--- src/rtl/nor_bus_ctrl_pkg.sv ---
// Shared definitions for the NOR bus controller: FSM state encodings and
// default access timing in clock cycles.
package nor_bus_ctrl_pkg;

  typedef enum logic [1:0] {
    NOR_ST_IDLE   = 2'd0,
    NOR_ST_SETUP  = 2'd1,
    NOR_ST_ACCESS = 2'd2,
    NOR_ST_HOLD   = 2'd3
  } nor_state_t;

  localparam int NOR_ADDRBITS_DEF     = 26;
  localparam int NOR_DATABITS_DEF     = 16;
  localparam int NOR_TSETUP_DEF       = 2;
  localparam int NOR_TRD_DEF          = 12;
  localparam int NOR_TWR_DEF          = 6;
  localparam int NOR_THOLD_DEF        = 2;
  localparam int NOR_BUSY_TIMEOUT_DEF = 65535;

  function automatic int max4(input int a, input int b, input int c, input int d);
    int m;
    m = a;
    if (b > m) m = b;
    if (c > m) m = c;
    if (d > m) m = d;
    return m;
  endfunction

endpackage

--- src/rtl/nor_bus_ctrl_sync2_arst.sv ---
// Two-flop synchroniser with asynchronous active-low reset and a
// selectable reset value.
module sync2_arst #(
  parameter logic RST_VAL = 1'b0
) (
  input  logic clk,
  input  logic rst_n,
  input  logic d,
  output logic q
);

  logic meta;

  always_ff @(posedge clk or negedge rst_n) begin
    if (!rst_n) begin
      meta <= RST_VAL;
      q    <= RST_VAL;
    end else begin
      meta <= d;
      q    <= meta;
    end
  end

endmodule

--- src/rtl/nor_bus_ctrl.sv ---
// Pipelined Wishbone slave generating timed async parallel-NOR read/write cycles.
// Optional RY/BY# wait timeout is enabled by defining NOR_BUSY_TIMEOUT_EN.
module nor_bus_ctrl
  import nor_bus_ctrl_pkg::*;
#(
  parameter int ADDRBITS     = NOR_ADDRBITS_DEF,
  parameter int DATABITS     = NOR_DATABITS_DEF,
  parameter int TSETUP       = NOR_TSETUP_DEF,
  parameter int TRD          = NOR_TRD_DEF,
  parameter int TWR          = NOR_TWR_DEF,
  parameter int THOLD        = NOR_THOLD_DEF,
  parameter int BUSY_TIMEOUT = NOR_BUSY_TIMEOUT_DEF
) (
  input  logic                clk_i,
  input  logic                reset_ni,
  input  logic                wb_cyc_i,
  input  logic                wb_stb_i,
  input  logic                wb_we_i,
  input  logic [ADDRBITS-1:0] wb_adr_i,
  input  logic [DATABITS-1:0] wb_dat_i,
  output logic [DATABITS-1:0] wb_dat_o,
  output logic                wb_ack_o,
  output logic                wb_stall_o,
  output logic                wb_err_o,
  output logic [ADDRBITS-1:0] nor_addr_o,
  output logic [DATABITS-1:0] nor_dq_o,
  input  logic [DATABITS-1:0] nor_dq_i,
  output logic                nor_dq_oe_o,
  output logic                nor_ce_n_o,
  output logic                nor_oe_n_o,
  output logic                nor_we_n_o,
  input  logic                nor_ryby_i
);

  localparam int CNT_MAX = max4(TSETUP, TRD, TWR, THOLD);
  localparam int CNT_W   = (CNT_MAX < 1) ? 1 : $clog2(CNT_MAX + 1);

  if (TSETUP < 1 || TRD < 1 || TWR < 1 || THOLD < 1 || BUSY_TIMEOUT < 1) begin : g_param_check
    $error("nor_bus_ctrl: timing parameters must all be >= 1");
  end

  nor_state_t       state, state_nxt;
  logic [CNT_W-1:0] cnt;
  logic             cnt_zero;
  logic             ryby_s;
  logic             we_lat;
  logic             live;
  logic             accept;

  sync2_arst #(.RST_VAL(1'b0)) u_ryby_sync (
    .clk   (clk_i),
    .rst_n (reset_ni),
    .d     (nor_ryby_i),
    .q     (ryby_s)
  );

  assign wb_stall_o = (state != NOR_ST_IDLE) || !ryby_s;
  assign accept     = (state == NOR_ST_IDLE) && wb_cyc_i && wb_stb_i && !wb_stall_o;
  assign cnt_zero   = (cnt == '0);

  always_ff @(posedge clk_i or negedge reset_ni) begin
    if (!reset_ni) state <= NOR_ST_IDLE;
    else           state <= state_nxt;
  end

  always_comb begin
    state_nxt = state;
    case (state)
      NOR_ST_IDLE:   if (accept)   state_nxt = NOR_ST_SETUP;
      NOR_ST_SETUP:  if (cnt_zero) state_nxt = NOR_ST_ACCESS;
      NOR_ST_ACCESS: if (cnt_zero) state_nxt = NOR_ST_HOLD;
      NOR_ST_HOLD:   if (cnt_zero) state_nxt = NOR_ST_IDLE;
      default:                     state_nxt = NOR_ST_IDLE;
    endcase
  end

  // Strobes decode straight from the state register so reset deasserts them at once.
  always_comb begin
    nor_ce_n_o  = (state == NOR_ST_IDLE);
    nor_oe_n_o  = !((state == NOR_ST_ACCESS) && !we_lat);
    nor_we_n_o  = !((state == NOR_ST_ACCESS) && we_lat);
    nor_dq_oe_o = (state != NOR_ST_IDLE) && we_lat;
  end

  always_ff @(posedge clk_i or negedge reset_ni) begin
    if (!reset_ni) begin
      cnt        <= '0;
      we_lat     <= 1'b0;
      live       <= 1'b0;
      nor_addr_o <= '0;
      nor_dq_o   <= '0;
      wb_dat_o   <= '0;
      wb_ack_o   <= 1'b0;
    end else begin
      wb_ack_o <= 1'b0;
      if (state != state_nxt) begin
        case (state_nxt)
          NOR_ST_SETUP:  cnt <= CNT_W'(TSETUP - 1);
          NOR_ST_ACCESS: cnt <= we_lat ? CNT_W'(TWR - 1) : CNT_W'(TRD - 1);
          NOR_ST_HOLD:   cnt <= CNT_W'(THOLD - 1);
          default:       cnt <= '0;
        endcase
      end else if (!cnt_zero) begin
        cnt <= cnt - 1'b1;
      end

      // An abandoned cycle still runs to completion; only the ack is withheld.
      if (accept) begin
        we_lat     <= wb_we_i;
        live       <= 1'b1;
        nor_addr_o <= wb_adr_i;
        nor_dq_o   <= wb_dat_i;
      end else if (!wb_cyc_i) begin
        live <= 1'b0;
      end

      if ((state == NOR_ST_ACCESS) && cnt_zero) begin
        wb_ack_o <= live && wb_cyc_i;
        if (!we_lat) wb_dat_o <= nor_dq_i;
      end
    end
  end

`ifdef NOR_BUSY_TIMEOUT_EN
  logic [15:0] bto_cnt;
  logic        bto_run;
  logic        err_q;

  assign bto_run  = (state == NOR_ST_IDLE) && wb_cyc_i && wb_stb_i && !ryby_s;
  assign wb_err_o = err_q;

  always_ff @(posedge clk_i or negedge reset_ni) begin
    if (!reset_ni) begin
      bto_cnt <= '0;
      err_q   <= 1'b0;
    end else begin
      err_q <= 1'b0;
      if (!bto_run) begin
        bto_cnt <= '0;
      end else if (bto_cnt == 16'(BUSY_TIMEOUT - 1)) begin
        bto_cnt <= '0;
        err_q   <= 1'b1;
      end else begin
        bto_cnt <= bto_cnt + 16'd1;
      end
    end
  end
`else
  assign wb_err_o = 1'b0;
`endif

endmodule

--- config.mk ---
export PLATFORM = sky130hd
export DESIGN_NAME = nor_bus_ctrl
export DESIGN_NICKNAME = d
export VERILOG_FILES = /design/src/rtl/nor_bus_ctrl_pkg.sv /design/src/rtl/nor_bus_ctrl_sync2_arst.sv /design/src/rtl/nor_bus_ctrl.sv
export SDC_FILE = /design/constraint.sdc
export NUM_CORES = 1
export LEC_CHECK = 0
export CORE_MARGIN = 4
export CORE_UTILIZATION = 37
export CTS_CLUSTER_SIZE = 14
export DETAILED_ROUTE_END_ITERATION = 6
export PLACE_DENSITY_LB_ADDON = 0.25
export REMOVE_ABC_BUFFERS = 1
export SETUP_SLACK_MARGIN = 0.1
export SLEW_MARGIN = 20
export SYNTH_ARGS = -nofsm -noshare
export SYNTH_HDL_FRONTEND = slang
export SYNTH_SLANG_ARGS = --single-unit
--- constraint.sdc ---
create_clock -name clk_i -period 1.8 [get_ports clk_i]
set_clock_uncertainty 0.2 [all_clocks]
set_input_delay 0.45 -clock clk_i [delete_from_list [all_inputs] [get_ports clk_i]]
set_output_delay 0.45 -clock clk_i [all_outputs]
set_load 0.01 [all_outputs]
# [After elaboration in Yosys (flattened, before gate mapping)]
# Cells that the tools add are included.
# Widths: inputs -> output; s select.
[word_totals] inputBits=64 word_cells=52 output_inout_bits=65 register_bits=69
[op_classes] reduce_logical=19 bitwise_logic=1 n_eq_ne=9 addsub=1 muxes=12
[ops] op="$mux 4" n=3
[ops] op="$eq 2x2->1 const B" n=4
[ops] op="$logic_and 1x1->1" n=8
[ops] op="$mux 2" n=4
[ops] op="$pmux 2 s4" n=1
[ops] op="$pmux 4 s2" n=1
[ops] op="$logic_not 1->1" n=5
[ops] op="$eq 2x1->1 const B" n=2
[ops] op="$logic_not 4->1" n=1
[ops] op="$ne 2x1->1 const B" n=2
[ops] op="$sub 4x1->4 const B" n=1
[ops] op="$mux 1" n=3
[ops] op="$logic_not 2->1" n=1
[ops] op="$ne 2x2->1" n=1
[ops] op="$reduce_and 2->1" n=1
[ops] op="$reduce_bool 2->1" n=1
[ops] op="$reduce_or 2->1" n=1
[ops] op="$logic_or 1x1->1" n=1
[ops] op="$not 1->1" n=1

# [Logic depth before layout (Yosys ltp)]
# Gate-level depths: netlist of run 1.
[depth] depth_word=10 mapped_depth=6 depth_no_buf=5

# [Cells and area by module]
# Synthesis of run 1 repeated with hierarchy kept, for this count alone.
[unflattened] hier_cells=180 hier_area_um2=2796.4
[by_module_without_submodules] mod="nor_bus_ctrl" cells_per_inst=178 n_inst=1 area_per_inst_um2=2746.4
[by_module_without_submodules] mod="sync2_arst" cells_per_inst=2 n_inst=1 area_per_inst_um2=50.0

# [Worst setup path before layout of run 1]
# OpenSTA, ideal clock, no wires.
[synth_path] path_type="reg-to-reg" from="reg cnt[0]" to="reg wb_dat_o[10]" n_path_buf=1 required_ns=1.475 arrival_time_ns=1.461 stages_incl_launch_ff=7 path_slack_ns=0.014 cell_sequence="dfrtp_1 > inv_1 > ha_1 > nor4b_4 > nand2_4 > buf_6 > mux2_4"
[synth_via] elab_chain_cells=3
[synth_rtl] element="start, declared" line_no="nor_bus_ctrl.sv:43" rtl="logic [CNT_W-1:0] cnt;"
[synth_rtl] element="start signal, assigned" line_no="nor_bus_ctrl.sv:98" rtl="NOR_ST_SETUP: cnt <= CNT_W'(TSETUP - 1);"
[synth_rtl] element="start signal, assigned" line_no="nor_bus_ctrl.sv:99" rtl="NOR_ST_ACCESS: cnt <= we_lat ? CNT_W'(TWR - 1) : CNT_W'(TRD - 1);"
[synth_rtl] element="start signal, assigned" line_no="nor_bus_ctrl.sv:100" rtl="NOR_ST_HOLD: cnt <= CNT_W'(THOLD - 1);"
[synth_rtl] element="$logic_not 4->1" line_no="nor_bus_ctrl.sv:59" rtl="assign cnt_zero = (cnt == '0);"
[synth_rtl] element="$logic_and 1x1->1" line_no="nor_bus_ctrl.sv:117" rtl="if ((state == NOR_ST_ACCESS) && cnt_zero) begin"
[synth_rtl] element="$reduce_and 2->1 (no source line)"
[synth_rtl] element="end signal, assigned" line_no="nor_bus_ctrl.sv:119" rtl="if (!we_lat) wb_dat_o <= nor_dq_i;"
[synth_rtl] element="end, declared" line_no="nor_bus_ctrl.sv:21" rtl="output logic [DATABITS-1:0] wb_dat_o,"
# Every way passes these cells.
# A chain may end at the register's enable or synchronous reset.

# [Final worst setup path of run 1]
[layout_path] from="reg state[0]" to="reg nor_addr_o[13]"
[layout_via] elab_chain_cells=4 word_cells_on_any_way=7
[layout_rtl] element="start, declared" line_no="nor_bus_ctrl.sv:42" rtl="nor_state_t state, state_nxt;"
[layout_rtl] element="start signal, assigned" line_no="nor_bus_ctrl.sv:63" rtl="else state <= state_nxt;"
[layout_rtl] element="$logic_not 2->1 or $reduce_bool 2->1 (tied branches)" line_no="nor_bus_ctrl.sv:58, nor_bus_ctrl.sv:57"
[layout_rtl] element="$logic_and 1x1->1 or $logic_or 1x1->1 (tied branches)" line_no="nor_bus_ctrl.sv:58, nor_bus_ctrl.sv:57"
[layout_rtl] element="$logic_and 1x1->1 or $logic_not 1->1 (tied branches)" line_no="nor_bus_ctrl.sv:58" rtl="assign accept = (state == NOR_ST_IDLE) && wb_cyc_i && wb_stb_i && !wb_stall_o;"
[layout_rtl] element="$logic_and 1x1->1 (*)" line_no="nor_bus_ctrl.sv:58"
[layout_rtl] element="end signal, assigned" line_no="nor_bus_ctrl.sv:111" rtl="nor_addr_o <= wb_adr_i;"
[layout_rtl] element="end, declared" line_no="nor_bus_ctrl.sv:25" rtl="output logic [ADDRBITS-1:0] nor_addr_o,"
# Mark *: on every way between the ends. The rest lies on a longest branch, timed or not.

==> metrics.txt, run 1 <==
# TYPE chip_impl_metric gauge
chip_impl_info{name="path_class",value="reg -> reg"} 1
chip_impl_metric{name="cap_viol_max_count",unit=""} 0
chip_impl_metric{name="globalRouteOverflowTotal",unit=""} 0
chip_impl_metric{name="psw",unit="mW"} 2.44
chip_impl_metric{name="clk-insertion-delay-late",unit="ns"} 0.34
chip_impl_metric{name="timing_max_transition_violations_final",unit=""} 0
chip_impl_metric{name="setup_viol",unit=""} 47
chip_impl_info{name="worst_setup_path_end_kind",value="flip-flop"} 1
chip_impl_metric{name="synthToLayoutAreaGrowth",unit="%"} 72.9
chip_impl_metric{name="drt_drc_violations_left",unit=""} 0
chip_impl_metric{name="cellLeakagePower",unit="nW"} 2.21
chip_impl_metric{name="yosysUniqueCellTypes",unit=""} 32
chip_impl_metric{name="placement_rows",unit=""} 31
chip_impl_metric{name="clk_path_buf_depth",unit=""} 2
chip_impl_metric{name="netlist.area_leader.share",unit="%"} 61.7
chip_impl_metric{name="core",unit="um2"} 7290
chip_impl_metric{name="final_layout_size_suffix_gt1_share",unit="%"} 38.6
chip_impl_metric{name="floorplan.initialDensity",unit="%"} 38.3
chip_impl_metric{name="final.hold.worst_slack",unit="ns"} 0.154
chip_impl_metric{name="netlist_instances",unit=""} 180
chip_impl_metric{name="htreeDepth",unit=""} 3
chip_impl_metric{name="maximum_number_of_pins_on_one_net_before_global_route_repair",unit=""} 70
chip_impl_info{name="reg2reg_from",value="state[0]$_DFF_PN0_"} 1
chip_impl_info{name="violations_in_the_final_reports",value="negative setup slack"} 1
chip_impl_metric{name="p_int",unit="mW"} 5.16
chip_impl_metric{name="cts_inserted_buffers",unit=""} 9
chip_impl_metric{name="max_freq",unit="MHz"} 514
chip_impl_metric{name="timing.critical_path.required",unit="ns"} 1.84
chip_impl_metric{name="cts.clk_slew.worst_paths",unit="ns"} 0.09
chip_impl_metric{name="power.switching_fraction",unit="%"} 32.1
chip_impl_metric{name="yosys_register_bits",unit=""} 69
chip_impl_info{name="yosys.area.top_type",value="sky130_fd_sc_hd__dfrtp_1"} 1
chip_impl_info{name="synth.most_common_cell",value="sky130_fd_sc_hd__dfrtp_1"} 1
chip_impl_metric{name="postSynthAreaPerCell",unit="um2"} 15.5
chip_impl_metric{name="clock_power_share",unit="%"} 16.7
chip_impl_metric{name="drt-pass1-iter-count",unit=""} 4
chip_impl_metric{name="detailedRoute.firstIterationViolations",unit=""} 23
chip_impl_info{name="timing.critical_path.from",value="state[0]$_DFF_PN0_"} 1
chip_impl_metric{name="final_area",unit="um2"} 4830
chip_impl_info{name="tritoncts",value="built"} 1
chip_impl_metric{name="gr-usage-all-layers",unit="%"} 17.4
chip_impl_metric{name="i_o_pin_count",unit=""} 129
chip_impl_metric{name="viasPerCell",unit=""} 4.61
chip_impl_info{name="clk_root_buffer_cell",value="sky130_fd_sc_hd__clkbuf_8"} 1
chip_impl_info{name="ys_top_cells_by_area",value="sky130_fd_sc_hd__dfrtp_1 62%, sky130_fd_sc_hd__mux2_2 19%, sky130_fd_sc_hd__mux2_4 5.4%"} 1
chip_impl_metric{name="floorplan.die_area",unit="um2"} 9010
chip_impl_metric{name="dr_total_vias",unit=""} 2079
chip_impl_metric{name="overall_power_of_the_completed_layout",unit="mW"} 7.60
chip_impl_metric{name="arrival",unit="ns"} 1.98
chip_impl_metric{name="place_area",unit="um2"} 4240
chip_impl_metric{name="power_per_cell_area",unit="nW/um2"} 1570
chip_impl_info{name="run_status",value="complete, but fails checks"} 1
chip_impl_metric{name="nNetsFinal",unit=""} 412
chip_impl_metric{name="die_height",unit="um"} 94.9
chip_impl_metric{name="synth-edff-count",unit=""} 0
chip_impl_metric{name="grt_first_pass_wirelength",unit="um"} 11800
chip_impl_metric{name="hold_viol",unit=""} 0
chip_impl_metric{name="yosys_warnings",unit=""} 0
chip_impl_info{name="primary_flip_flop_cell_chosen_by_synthesis_mapping",value="sky130_fd_sc_hd__dfrtp_1"} 1
chip_impl_metric{name="dpl_ws",unit="ns"} -0.478
chip_impl_metric{name="place.detailed.hpwl",unit="um"} 4870
chip_impl_metric{name="number_of_input_and_output_port_buffers_inserted",unit=""} 127
chip_impl_metric{name="filler_cell_count",unit=""} 563
chip_impl_metric{name="global_placer_s_final_weighted_congestion",unit=""} 0.773
chip_impl_metric{name="combPwrFrac",unit="%"} 47.2
chip_impl_metric{name="antenna_cells_inserted",unit=""} 0
chip_impl_metric{name="grt_antenna_before_repair",unit=""} 0
chip_impl_metric{name="finalWorstSetupSlack",unit="ns"} -0.144
chip_impl_metric{name="p_seq_share",unit="%"} 36.1
chip_impl_metric{name="asyncSetResetFlopFracSynth",unit="%"} 100
chip_impl_metric{name="clkSinkCount",unit=""} 69
chip_impl_metric{name="cp_max_fo",unit=""} 7
chip_impl_info{name="worst_hold_startpoint",value="u_ryby_sync.meta$_DFF_PN0_"} 1
chip_impl_info{name="worstHoldPathType",value="reg -> reg"} 1
chip_impl_info{name="synth_top_cells_by_count",value="69 x sky130_fd_sc_hd__dfrtp_1, 48 x sky130_fd_sc_hd__mux2_2, 10 x sky130_fd_sc_hd__mux2_4"} 1
chip_impl_metric{name="grt_pass1_vias",unit=""} 2410
chip_impl_info{name="cp-start-kind",value="flip-flop"} 1
chip_impl_metric{name="ant_nets",unit=""} 0
chip_impl_metric{name="synthesis.area",unit="um2"} 2800
chip_impl_metric{name="fin_crit_sh",unit="%"} 108
chip_impl_info{name="rsz0062_at_grt",value="true"} 1
chip_impl_metric{name="timing.setup.tns",unit="ns"} -2.42
chip_impl_metric{name="period_minus_slack",unit="ns"} 1.94
chip_impl_metric{name="detail_route.wl_per_cell",unit="um"} 16.3
chip_impl_metric{name="fp.dieW",unit="um"} 94.9
chip_impl_metric{name="max-vdd-ir-drop",unit="mV"} 0.757
chip_impl_metric{name="drt-total-wl",unit="um"} 7360
chip_impl_metric{name="seq_area_frac_synth",unit="%"} 61.7
-- cell families after synthesis --
| family | share of synthesized area, % |
|---|---|
| flops | 61.7 |
| mux | 25.9 |
| simple gates | 6.49 |
| buf+inv | 3.13 |
| compound gates | 1.88 |
| fa+ha+maj | 0.447 |
| other cells | 0.134 |
| xor+xnor | 0.313 |
-- area by class of cell --
class / count / area (um2) / share of cell area [%]
inverter: 2 / 7.51 / 0.155
timing repair buffer: 165 / 1680 / 34.7
sequential: 69 / 1730 / 35.7
multi-input combinational: 100 / 1100 / 22.7
tap: 99 / 124 / 2.56
clock inverter: 6 / 71.3 / 1.48
clock buffer: 10 / 128 / 2.64
-- per-stage QoR --
stage               std cells  util (%)
floorplan                 171         -
global placement          412      58.2
detailed placement        412      58.2
CTS                       448      64.9
global route              451      66.3
finish                    451      66.3
-- worst max-delay path, stage by stage, from the launching register on --
cell	delay, ns
sky130_fd_sc_hd__dfrtp_1	0.40
sky130_fd_sc_hd__buf_4	0.16
sky130_fd_sc_hd__buf_4	0.15
sky130_fd_sc_hd__nor3_4	0.13
sky130_fd_sc_hd__buf_6	0.13
sky130_fd_sc_hd__buf_12	0.10
sky130_fd_sc_hd__bufbuf_16	0.25
sky130_fd_sc_hd__mux2_2	0.32
-- repair_timing --
action | 4_1_cts | 5_1_grt
buffers inserted | 14 | 3
setup endpoints to repair | 127 | 112
pin swaps | 6 | 4
hold buffers | 1 | 0
gates resized for setup | 122 | 49
gates cloned | 5 | 0
hold endpoints to repair | 69 | 0
-- worst paths after layout --
kind	slack [ns]	cells after the start	endpoint
max in group asynchronous	0.63	3	we_lat$_DFFE_PN0P_
worst max-delay path	-0.14	7	nor_addr_o[13]$_DFFE_PN0P_
min in group asynchronous	0.46	3	nor_addr_o[19]$_DFFE_PN0P_
worst min-delay path	0.15	0	u_ryby_sync.q$_DFF_PN0_
worst min register to register	0.15	0	u_ryby_sync.q$_DFF_PN0_
worst max register to register	-0.14	7	nor_addr_o[13]$_DFFE_PN0P_
-- per-layer routing --
| layer | wire, um | track usage [%] | share of wire [%] |
|---|---|---|---|
| met3 | 704 | 7.97 | 9.6 |
| met1 | 2870 | 20.3 | 39 |
| met5 | 0 | 0 | 0 |
| met4 | 106 | 6.61 | 1.4 |
| met2 | 3680 | 28.2 | 50 |
-- power by group through the flow --
| stage | Combinational, mW | Clock [mW] | Sequential [mW] |
|---|---|---|---|
| floorplan | 1.08 | 0 | 3.06 |
| global placement | 3.44 | 0 | 2.71 |
| finish | 3.59 | 1.27 | 2.74 |
| detailed placement | 3.48 | 0 | 2.74 |
| CTS | 3.40 | 1.31 | 2.72 |
| global route | 3.86 | 1.37 | 2.85 |
-- sequential cells by signal, indices dropped and copies added, names as in the netlist --
signal	count
nor_addr_o	26
nor_dq_o	16
wb_dat_o	16
cnt	4
state	2
live	1
u_ryby_sync.meta	1
u_ryby_sync.q	1
wb_ack_o	1
we_lat	1
-- cell usage in the layout (no fill, tap or decap), types with 2 or more instances in the layout --
master / netlist / final
sky130_fd_sc_hd__nand2b_1: 3 / 3
sky130_fd_sc_hd__nor3_1: 4 / 3
sky130_fd_sc_hd__clkbuf_8: 0 / 9
sky130_fd_sc_hd__buf_6: 5 / 7
sky130_fd_sc_hd__inv_2: 0 / 2
sky130_fd_sc_hd__buf_16: 0 / 3
sky130_fd_sc_hd__dlygate4sd2_1: 0 / 19
sky130_fd_sc_hd__buf_12: 0 / 4
sky130_fd_sc_hd__inv_6: 0 / 2
sky130_fd_sc_hd__mux2_4: 10 / 24
sky130_fd_sc_hd__clkdlybuf4s15_1: 0 / 41
sky130_fd_sc_hd__buf_4: 2 / 21
sky130_fd_sc_hd__mux2_2: 48 / 36
sky130_fd_sc_hd__buf_8: 0 / 2
sky130_fd_sc_hd__nand2_1: 7 / 7
sky130_fd_sc_hd__buf_2: 1 / 5
sky130_fd_sc_hd__o21ai_0: 3 / 2
sky130_fd_sc_hd__clkinvlp_4: 0 / 2
sky130_fd_sc_hd__nor2b_1: 3 / 3
sky130_fd_sc_hd__dfrtp_1: 69 / 68
sky130_fd_sc_hd__clkdlybuf4s50_1: 0 / 60
Note: power is estimated with default switching activity, not from simulation.
==> inputs of run 2 (changes only) <==
--- a/config.mk
+++ b/config.mk
@@ -6,7 +6,7 @@
 export NUM_CORES = 1
 export LEC_CHECK = 0
 export CORE_MARGIN = 4
-export CORE_UTILIZATION = 37
+export CORE_UTILIZATION = 40
 export CTS_CLUSTER_SIZE = 14
 export DETAILED_ROUTE_END_ITERATION = 6
 export PLACE_DENSITY_LB_ADDON = 0.25
==> constraint.sdc (replaced) <==
create_clock -name clk_i -period 1.88 [get_ports clk_i]
set_clock_uncertainty 0.2 [all_clocks]
set_input_delay 0.47 -clock clk_i [delete_from_list [all_inputs] [get_ports clk_i]]
set_output_delay 0.47 -clock clk_i [all_outputs]
set_load 0.01 [all_outputs]
==> metrics.txt, run 2 (synthesis results as in run 1) <==
# TYPE chip_impl_metric gauge
chip_impl_metric{name="globalRouteMet3Util",unit="%"} 6.07
chip_impl_metric{name="fp.dieW",unit="um"} 91.6
chip_impl_metric{name="power_per_cell_area",unit="nW/um2"} 1500
chip_impl_metric{name="global_placer_s_final_weighted_congestion",unit=""} 0.762
chip_impl_metric{name="setup.reg_to_reg.worst_slack",unit="ns"} 0.04
chip_impl_metric{name="final_layout_size_suffix_gt1_share",unit="%"} 35.9
chip_impl_metric{name="cellLeakagePower",unit="nW"} 2.24
chip_impl_metric{name="drt_drc_violations_left",unit=""} 0
chip_impl_metric{name="number_of_input_and_output_port_buffers_inserted",unit=""} 127
chip_impl_info{name="worstHoldPathType",value="reg -> reg"} 1
chip_impl_metric{name="p_seq_share",unit="%"} 36.5
chip_impl_info{name="final_cell_mix",value="69 x sky130_fd_sc_hd__dfrtp_1, 61 x sky130_fd_sc_hd__dlygate4sd2_1, 60 x sky130_fd_sc_hd__clkdlybuf4s50_1"} 1
chip_impl_metric{name="flip_flop_count_of_the_largest_register_all_copies_and_words_added",unit=""} 26
chip_impl_metric{name="detailedRoute.firstIterationViolations",unit=""} 21
chip_impl_info{name="commonest_non_fill_non_tap_cell_in_the_layout",value="sky130_fd_sc_hd__dfrtp_1"} 1
chip_impl_info{name="path_delay_family",value="buffers and inverters"} 1
chip_impl_metric{name="drt-total-wl",unit="um"} 7320
chip_impl_metric{name="floorplan.initialDensity",unit="%"} 41.2
chip_impl_metric{name="cts.clk_slew.worst_paths",unit="ns"} 0.08
chip_impl_metric{name="worst-path-buf-inv",unit=""} 3
chip_impl_metric{name="dr_total_vias",unit=""} 2034
chip_impl_info{name="tritoncts",value="built"} 1
chip_impl_metric{name="grt_first_pass_wirelength",unit="um"} 11700
chip_impl_metric{name="grt_pass1_vias",unit=""} 2296
chip_impl_metric{name="maximum_number_of_pins_on_one_net_before_global_route_repair",unit=""} 70
chip_impl_metric{name="placement_rows",unit=""} 30
chip_impl_metric{name="htreeDepth",unit=""} 3
chip_impl_info{name="worstPathCellList",value="buf_6 -> buf_6 -> nor4b_4 -> nand2_4 -> buf_16 -> mux2_4"} 1
chip_impl_metric{name="critical_path.max_stage_delay",unit="ns"} 0.39
chip_impl_metric{name="detail_route.wl_per_cell",unit="um"} 16.5
chip_impl_metric{name="ant_nets",unit=""} 0
chip_impl_info{name="largest_register",value="nor_addr_o"} 1
chip_impl_metric{name="clkSinkCount",unit=""} 69
chip_impl_metric{name="synthToLayoutAreaGrowth",unit="%"} 68.5
chip_impl_metric{name="clock_power_share",unit="%"} 17.5
chip_impl_metric{name="max-vdd-ir-drop",unit="mV"} 0.701
chip_impl_metric{name="clk_path_buf_depth",unit=""} 2
chip_impl_metric{name="floorplan.die_area",unit="um2"} 8390
chip_impl_metric{name="combPwrFrac",unit="%"} 46.0
chip_impl_metric{name="max_freq",unit="MHz"} 544
chip_impl_metric{name="place.detailed.hpwl",unit="um"} 4860
chip_impl_metric{name="timing.critical_path.required",unit="ns"} 1.90
chip_impl_metric{name="post-route-util",unit="%"} 69.3
chip_impl_metric{name="psw",unit="mW"} 2.24
chip_impl_metric{name="setup_viol",unit=""} 0
chip_impl_info{name="slowest_stage",value="sky130_fd_sc_hd__dfrtp_1"} 1
chip_impl_info{name="worst_setup_path_end_kind",value="flip-flop"} 1
chip_impl_metric{name="arrival",unit="ns"} 1.86
chip_impl_metric{name="fin_crit_sh",unit="%"} 97.7
chip_impl_metric{name="timing_max_transition_violations_final",unit=""} 0
chip_impl_metric{name="p_int",unit="mW"} 4.82
chip_impl_info{name="path_class",value="reg -> reg"} 1
chip_impl_metric{name="grt_antenna_before_repair",unit=""} 0
chip_impl_info{name="clk_root_buffer_cell",value="sky130_fd_sc_hd__clkbuf_8"} 1
chip_impl_metric{name="final.hold.worst_slack",unit="ns"} 0.154
chip_impl_metric{name="gr-usage-all-layers",unit="%"} 18.3
chip_impl_info{name="rsz0062_at_grt",value="true"} 1
chip_impl_metric{name="nNetsFinal",unit=""} 408
chip_impl_info{name="cp-start-kind",value="flip-flop"} 1
chip_impl_metric{name="hold_viol",unit=""} 0
chip_impl_info{name="layout_top_registers",value="nor_addr_o: 26 flops, nor_dq_o: 16 flops, wb_dat_o: 16 flops"} 1
chip_impl_metric{name="clk-insertion-delay-late",unit="ns"} 0.33
chip_impl_metric{name="power.switching_fraction",unit="%"} 31.7
chip_impl_metric{name="antenna_cells_inserted",unit=""} 0
chip_impl_info{name="busiest_layer",value="met2"} 1
chip_impl_metric{name="grt_met1_use",unit="%"} 20.6
chip_impl_metric{name="cts_inserted_buffers",unit=""} 9
chip_impl_metric{name="cp_max_fo",unit=""} 8
chip_impl_metric{name="viasPerCell",unit=""} 4.58
chip_impl_metric{name="drt-pass1-iter-count",unit=""} 4
chip_impl_metric{name="core",unit="um2"} 6790
chip_impl_metric{name="grt.met2_usage",unit="%"} 31.3
chip_impl_metric{name="period_minus_slack",unit="ns"} 1.84
chip_impl_metric{name="die_height",unit="um"} 91.6
chip_impl_metric{name="cap_viol_max_count",unit=""} 0
chip_impl_metric{name="globalRouteOverflowTotal",unit=""} 0
chip_impl_info{name="path_common_cell",value="sky130_fd_sc_hd__buf_6"} 1
chip_impl_info{name="run_status",value="completed"} 1
chip_impl_metric{name="i_o_pin_count",unit=""} 129
[run 2: changes by cell type in the layout (fill, tap and decap cells not counted), sizes merged]
cell	change
clkbuf	+1
buf	-4
inv	-2
bufbuf	-1
clkinv	+1
dlygate4sd2	+42
clkdlybuf4s15	-41
[run 2: through the flow]
step | power, mW | cells | TNS, ns | worst slack [ns] | instance area, um2
after detailed placement | 5.93 | 406 | -16.99 | -0.402 | 4230
after CTS | 7.03 | 439 | 0 | 0.0285 | 4630
after floorplan | 3.97 | 171 | -24.08 | -0.546 | 2720
final | 7.06 | 444 | 0 | 0.0432 | 4710
after global routing | 7.53 | 444 | -0.341 | -0.0250 | 4710
after global placement | 5.85 | 406 | -15.81 | -0.363 | 4230
[run 2: final cells by class]
cell class	count	area (um2)
multi-input cells	100	1050
repair buffers	161	1600
fillers	505	2080
inverters	2	7.51
flip-flops and latches	69	1730
well taps	96	120
clock buffers	11	151
clock inverters	5	58.8
[run 2: worst register-to-register path: stages (launching register included)]
cell and delay (ns):
sky130_fd_sc_hd__dfrtp_1 0.39, sky130_fd_sc_hd__buf_6 0.13, sky130_fd_sc_hd__buf_6 0.11, sky130_fd_sc_hd__nor4b_4 0.29, sky130_fd_sc_hd__nand2_4 0.14, sky130_fd_sc_hd__buf_16 0.18
sky130_fd_sc_hd__mux2_4 0.30
[run 2: power by group through the flow]
stage | Sequential [mW] | Combinational, mW | Clock [mW]
finish | 2.58 | 3.25 | 1.24
CTS | 2.57 | 3.17 | 1.29
global placement | 2.58 | 3.27 | 0
floorplan | 2.93 | 1.04 | 0
detailed placement | 2.61 | 3.32 | 0
global route | 2.68 | 3.49 | 1.36
[run 2: repair_timing]
action / 4_1_cts / 5_1_grt
pin swaps: 7 / 4
endpoints found under the setup margin: 124 / 66
setup buffers: 12 / 4
cloned: 4 / 1
hold endpoints to repair: 69 / 0
hold buffers: 1 / 0
resized for setup: 105 / 4
[run 2: layer usage]
| layer | vias to the layer above | wire length [um] |
|---|---|---|
| met3 | 8 | 467 |
| met4 | 0 | 88 |
| met2 | 56 | 3890 |
| li1 | 955 | - |
| met5 | - | 0 |
| met1 | 1015 | 2880 |
[run 2: worst paths after layout]
| check | start | to | cells after the start |
|---|---|---|---|
| min | u_ryby_sync.meta$_DFF_PN0_ | u_ryby_sync.q$_DFF_PN0_ | 0 |
| max in group asynchronous | reset_ni | cnt[2]$_DFFE_PN0P_ | 3 |
| min in group asynchronous | reset_ni | wb_dat_o[10]$_DFFE_PN0P_ | 3 |
| max reg2reg | we_lat$_DFFE_PN0P_ | wb_dat_o[1]$_DFFE_PN0P_ | 6 |
| min reg2reg | u_ryby_sync.meta$_DFF_PN0_ | u_ryby_sync.q$_DFF_PN0_ | 0 |
| max | we_lat$_DFFE_PN0P_ | wb_dat_o[1]$_DFFE_PN0P_ | 6 |
==> inputs of run 3 (changes only) <==
--- a/config.mk
+++ b/config.mk
@@ -5,6 +5,7 @@
 export SDC_FILE = /design/constraint.sdc
 export NUM_CORES = 1
 export LEC_CHECK = 0
+export CORE_ASPECT_RATIO = 0.6
 export CORE_MARGIN = 4
 export CORE_UTILIZATION = 40
 export CTS_CLUSTER_SIZE = 14
==> metrics.txt, run 3 (synthesis results as in run 1) <==
# TYPE chip_impl_metric gauge
chip_impl_info{name="setup.worst_path.end",value="nor_we_n_o"} 1
chip_impl_info{name="run_status",value="complete, but fails checks"} 1
chip_impl_metric{name="max-vdd-ir-drop",unit="mV"} 0.840
chip_impl_metric{name="viasPerCell",unit=""} 4.78
chip_impl_metric{name="dpl.cell_count",unit=""} 398
chip_impl_metric{name="clk_path_buf_depth",unit=""} 2
chip_impl_metric{name="fin_crit_sh",unit="%"} 101
chip_impl_metric{name="period_minus_slack",unit="ns"} 1.90
chip_impl_metric{name="core",unit="um2"} 6730
chip_impl_metric{name="synthToLayoutAreaGrowth",unit="%"} 68.1
chip_impl_info{name="tritoncts",value="built"} 1
chip_impl_info{name="rsz0062_at_grt",value="true"} 1
chip_impl_metric{name="worstRegToRegCells",unit=""} 5
chip_impl_info{name="worst_setup_path_end_kind",value="output port"} 1
chip_impl_info{name="timing.critical_path.from",value="state[0]$_DFF_PN0_"} 1
chip_impl_metric{name="number_of_input_and_output_port_buffers_inserted",unit=""} 127
chip_impl_metric{name="place.detailed.hpwl",unit="um"} 5090
chip_impl_metric{name="finalWorstSetupSlack",unit="ns"} -0.0195
chip_impl_metric{name="global_placer_s_final_weighted_congestion",unit=""} 0.713
chip_impl_metric{name="htreeDepth",unit=""} 3
chip_impl_info{name="r2r-end",value="we_lat$_DFFE_PN0P_"} 1
chip_impl_metric{name="cap_viol_max_count",unit=""} 0
chip_impl_metric{name="i_o_pin_count",unit=""} 129
chip_impl_info{name="largest_register",value="nor_addr_o"} 1
chip_impl_metric{name="drt-pass1-iter-count",unit=""} 4
chip_impl_metric{name="drt_drc_violations_left",unit=""} 0
chip_impl_metric{name="clkSinkCount",unit=""} 69
chip_impl_metric{name="globalRouteOverflowTotal",unit=""} 0
chip_impl_info{name="clk_root_buffer_cell",value="sky130_fd_sc_hd__clkbuf_16"} 1
chip_impl_info{name="final_cell_mix",value="67 x sky130_fd_sc_hd__dfrtp_1, 61 x sky130_fd_sc_hd__dlygate4sd2_1, 60 x sky130_fd_sc_hd__clkdlybuf4s50_1"} 1
chip_impl_metric{name="fp.dieW",unit="um"} 116
chip_impl_info{name="reg2reg_from",value="state[1]$_DFF_PN0_"} 1
chip_impl_metric{name="die_height",unit="um"} 72.8
chip_impl_metric{name="grt_pass1_vias",unit=""} 2234
chip_impl_metric{name="cellLeakagePower",unit="nW"} 2.19
chip_impl_metric{name="cp_max_fo",unit=""} 3
chip_impl_metric{name="final_cell_count_no_fill",unit=""} 430
chip_impl_info{name="cp-start-kind",value="flip-flop"} 1
chip_impl_metric{name="ant_nets",unit=""} 0
chip_impl_metric{name="timing_max_transition_violations_final",unit=""} 0
chip_impl_metric{name="hold_viol",unit=""} 0
chip_impl_metric{name="detailedRoute.firstIterationViolations",unit=""} 69
chip_impl_metric{name="antenna_cells_inserted",unit=""} 0
chip_impl_metric{name="placement_rows",unit=""} 23
chip_impl_metric{name="final_layout_size_suffix_gt1_share",unit="%"} 35.3
chip_impl_metric{name="power_per_cell_area",unit="nW/um2"} 1580
chip_impl_metric{name="floorplan.die_area",unit="um2"} 8440
chip_impl_metric{name="setup.reg_to_reg.worst_slack",unit="ns"} 0.08
chip_impl_metric{name="maximum_number_of_pins_on_one_net_before_global_route_repair",unit=""} 41
chip_impl_info{name="worstHoldPathType",value="reg -> reg"} 1
chip_impl_info{name="violations_in_the_final_reports",value="negative setup slack"} 1
chip_impl_metric{name="drt-total-wl",unit="um"} 7480
chip_impl_metric{name="setup_viol",unit=""} 2
chip_impl_metric{name="timing.setup.tns",unit="ns"} -0.0324
chip_impl_metric{name="flip_flop_count_of_the_largest_register_all_copies_and_words_added",unit=""} 26
chip_impl_metric{name="dr_total_vias",unit=""} 2054
chip_impl_metric{name="arrival",unit="ns"} 1.23
chip_impl_metric{name="grt_first_pass_wirelength",unit="um"} 11700
chip_impl_metric{name="nNetsFinal",unit=""} 403
chip_impl_metric{name="grt_antenna_before_repair",unit=""} 0
chip_impl_metric{name="timing.critical_path.required",unit="ns"} 1.21
chip_impl_info{name="path_class",value="reg -> out"} 1
chip_impl_info{name="commonest_non_fill_non_tap_cell_in_the_layout",value="sky130_fd_sc_hd__dfrtp_1"} 1
chip_impl_metric{name="clk-insertion-delay-late",unit="ns"} 0.33
chip_impl_metric{name="gr-usage-all-layers",unit="%"} 18.8
chip_impl_info{name="layout_top_registers",value="nor_addr_o: 26 flops, nor_dq_o: 16 flops, wb_dat_o: 16 flops"} 1
chip_impl_metric{name="detail_route.wl_per_cell",unit="um"} 17.4
chip_impl_metric{name="floorplan.initialDensity",unit="%"} 41.5
chip_impl_metric{name="max_freq",unit="MHz"} 526
chip_impl_metric{name="cts_inserted_buffers",unit=""} 9
chip_impl_metric{name="cts.clk_slew.worst_paths",unit="ns"} 0.06
[run 3: changes by cell type in the layout (fill, tap and decap cells not counted), sizes merged]
cell	delta
nand2	+1
buf	-6
clkbuf	-1
inv	+1
clkinvlp	-1
clkinv	+1
[run 3: layer usage]
| layer | share of wire, % | up-vias | global-route usage (%) | wire length (um) |
|---|---|---|---|---|
| li1 | - | 949 | - | - |
| met1 | 44 | 1006 | 24.2 | 3260 |
| met2 | 45 | 91 | 28.0 | 3350 |
| met3 | 11 | 8 | 8.29 | 789 |
| met4 | 1.2 | 0 | 7.34 | 89 |
| met5 | 0 | - | 0 | 0 |
[run 3: what timing repair did]
item                                   4_1_cts  5_1_grt
gates cloned                                 3        1
gates resized for setup                     98        8
pin swaps                                    8        5
buffers inserted                             9        2
endpoints found under the hold margin       13        0
setup endpoints to repair                  125       67
hold buffers                                 1        0
[run 3: worst min path at each step]
stage	start	end	slack [ns]	cells after the start
floorplan	reset_ni	cnt[0]$_DFFE_PN0P_	-0.03	0
global placement	u_ryby_sync.meta$_DFF_PN0_	u_ryby_sync.q$_DFF_PN0_	0.13	0
detailed placement	u_ryby_sync.meta$_DFF_PN0_	u_ryby_sync.q$_DFF_PN0_	0.13	0
CTS	u_ryby_sync.meta$_DFF_PN0_	u_ryby_sync.q$_DFF_PN0_	0.15	0
global route	u_ryby_sync.meta$_DFF_PN0_	u_ryby_sync.q$_DFF_PN0_	0.15	0
finish	u_ryby_sync.meta$_DFF_PN0_	u_ryby_sync.q$_DFF_PN0_	0.15	0
[run 3: critical path, cell delays in order (launching register included)]
cell	delay, ns
sky130_fd_sc_hd__dfrtp_2	0.44
sky130_fd_sc_hd__and2b_1	0.25
sky130_fd_sc_hd__nand2_1	0.08
sky130_fd_sc_hd__buf_2	0.14
[run 3: layout make-up]
cell class | count | area (um2)
Tap cell | 87 | 109
Inverter | 2 | 7.51
Fill cell | 509 | 2030
Clock buffer | 10 | 239
Sequential cell | 69 | 1730
Timing Repair Buffer | 155 | 1500
Multi-Input combinational cell | 101 | 1050
Clock inverter | 6 | 61.3
[run 3: power by group]
part / switching, mW / total (mW) / internal (mW)
combinational: 1.30 / 3.15 / 1.85
clock: 0.628 / 1.69 / 1.06
sequential: 0.411 / 2.61 / 2.20
total: 2.34 / 7.45 / 5.11
[run 3: stage by stage]
| stage | utilization (%) | area (um2) | hold slack [ns] | total power [mW] | setup WS (ns) |
|---|---|---|---|---|---|
| 2_1_floorplan | - | 2720 | -0.0256 | 3.97 | -0.546 |
| 3_3_place_gp | 62.8 | 4230 | 0.133 | 5.84 | -0.380 |
| 3_5_place_dp | 62.8 | 4230 | 0.135 | 5.95 | -0.428 |
| 4_1_cts | 68.5 | 4620 | 0.147 | 7.43 | -0.0459 |
| 5_1_grt | 69.8 | 4700 | 0.151 | 7.92 | -0.0718 |
| 6_report | 69.8 | 4700 | 0.146 | 7.45 | -0.0195 |
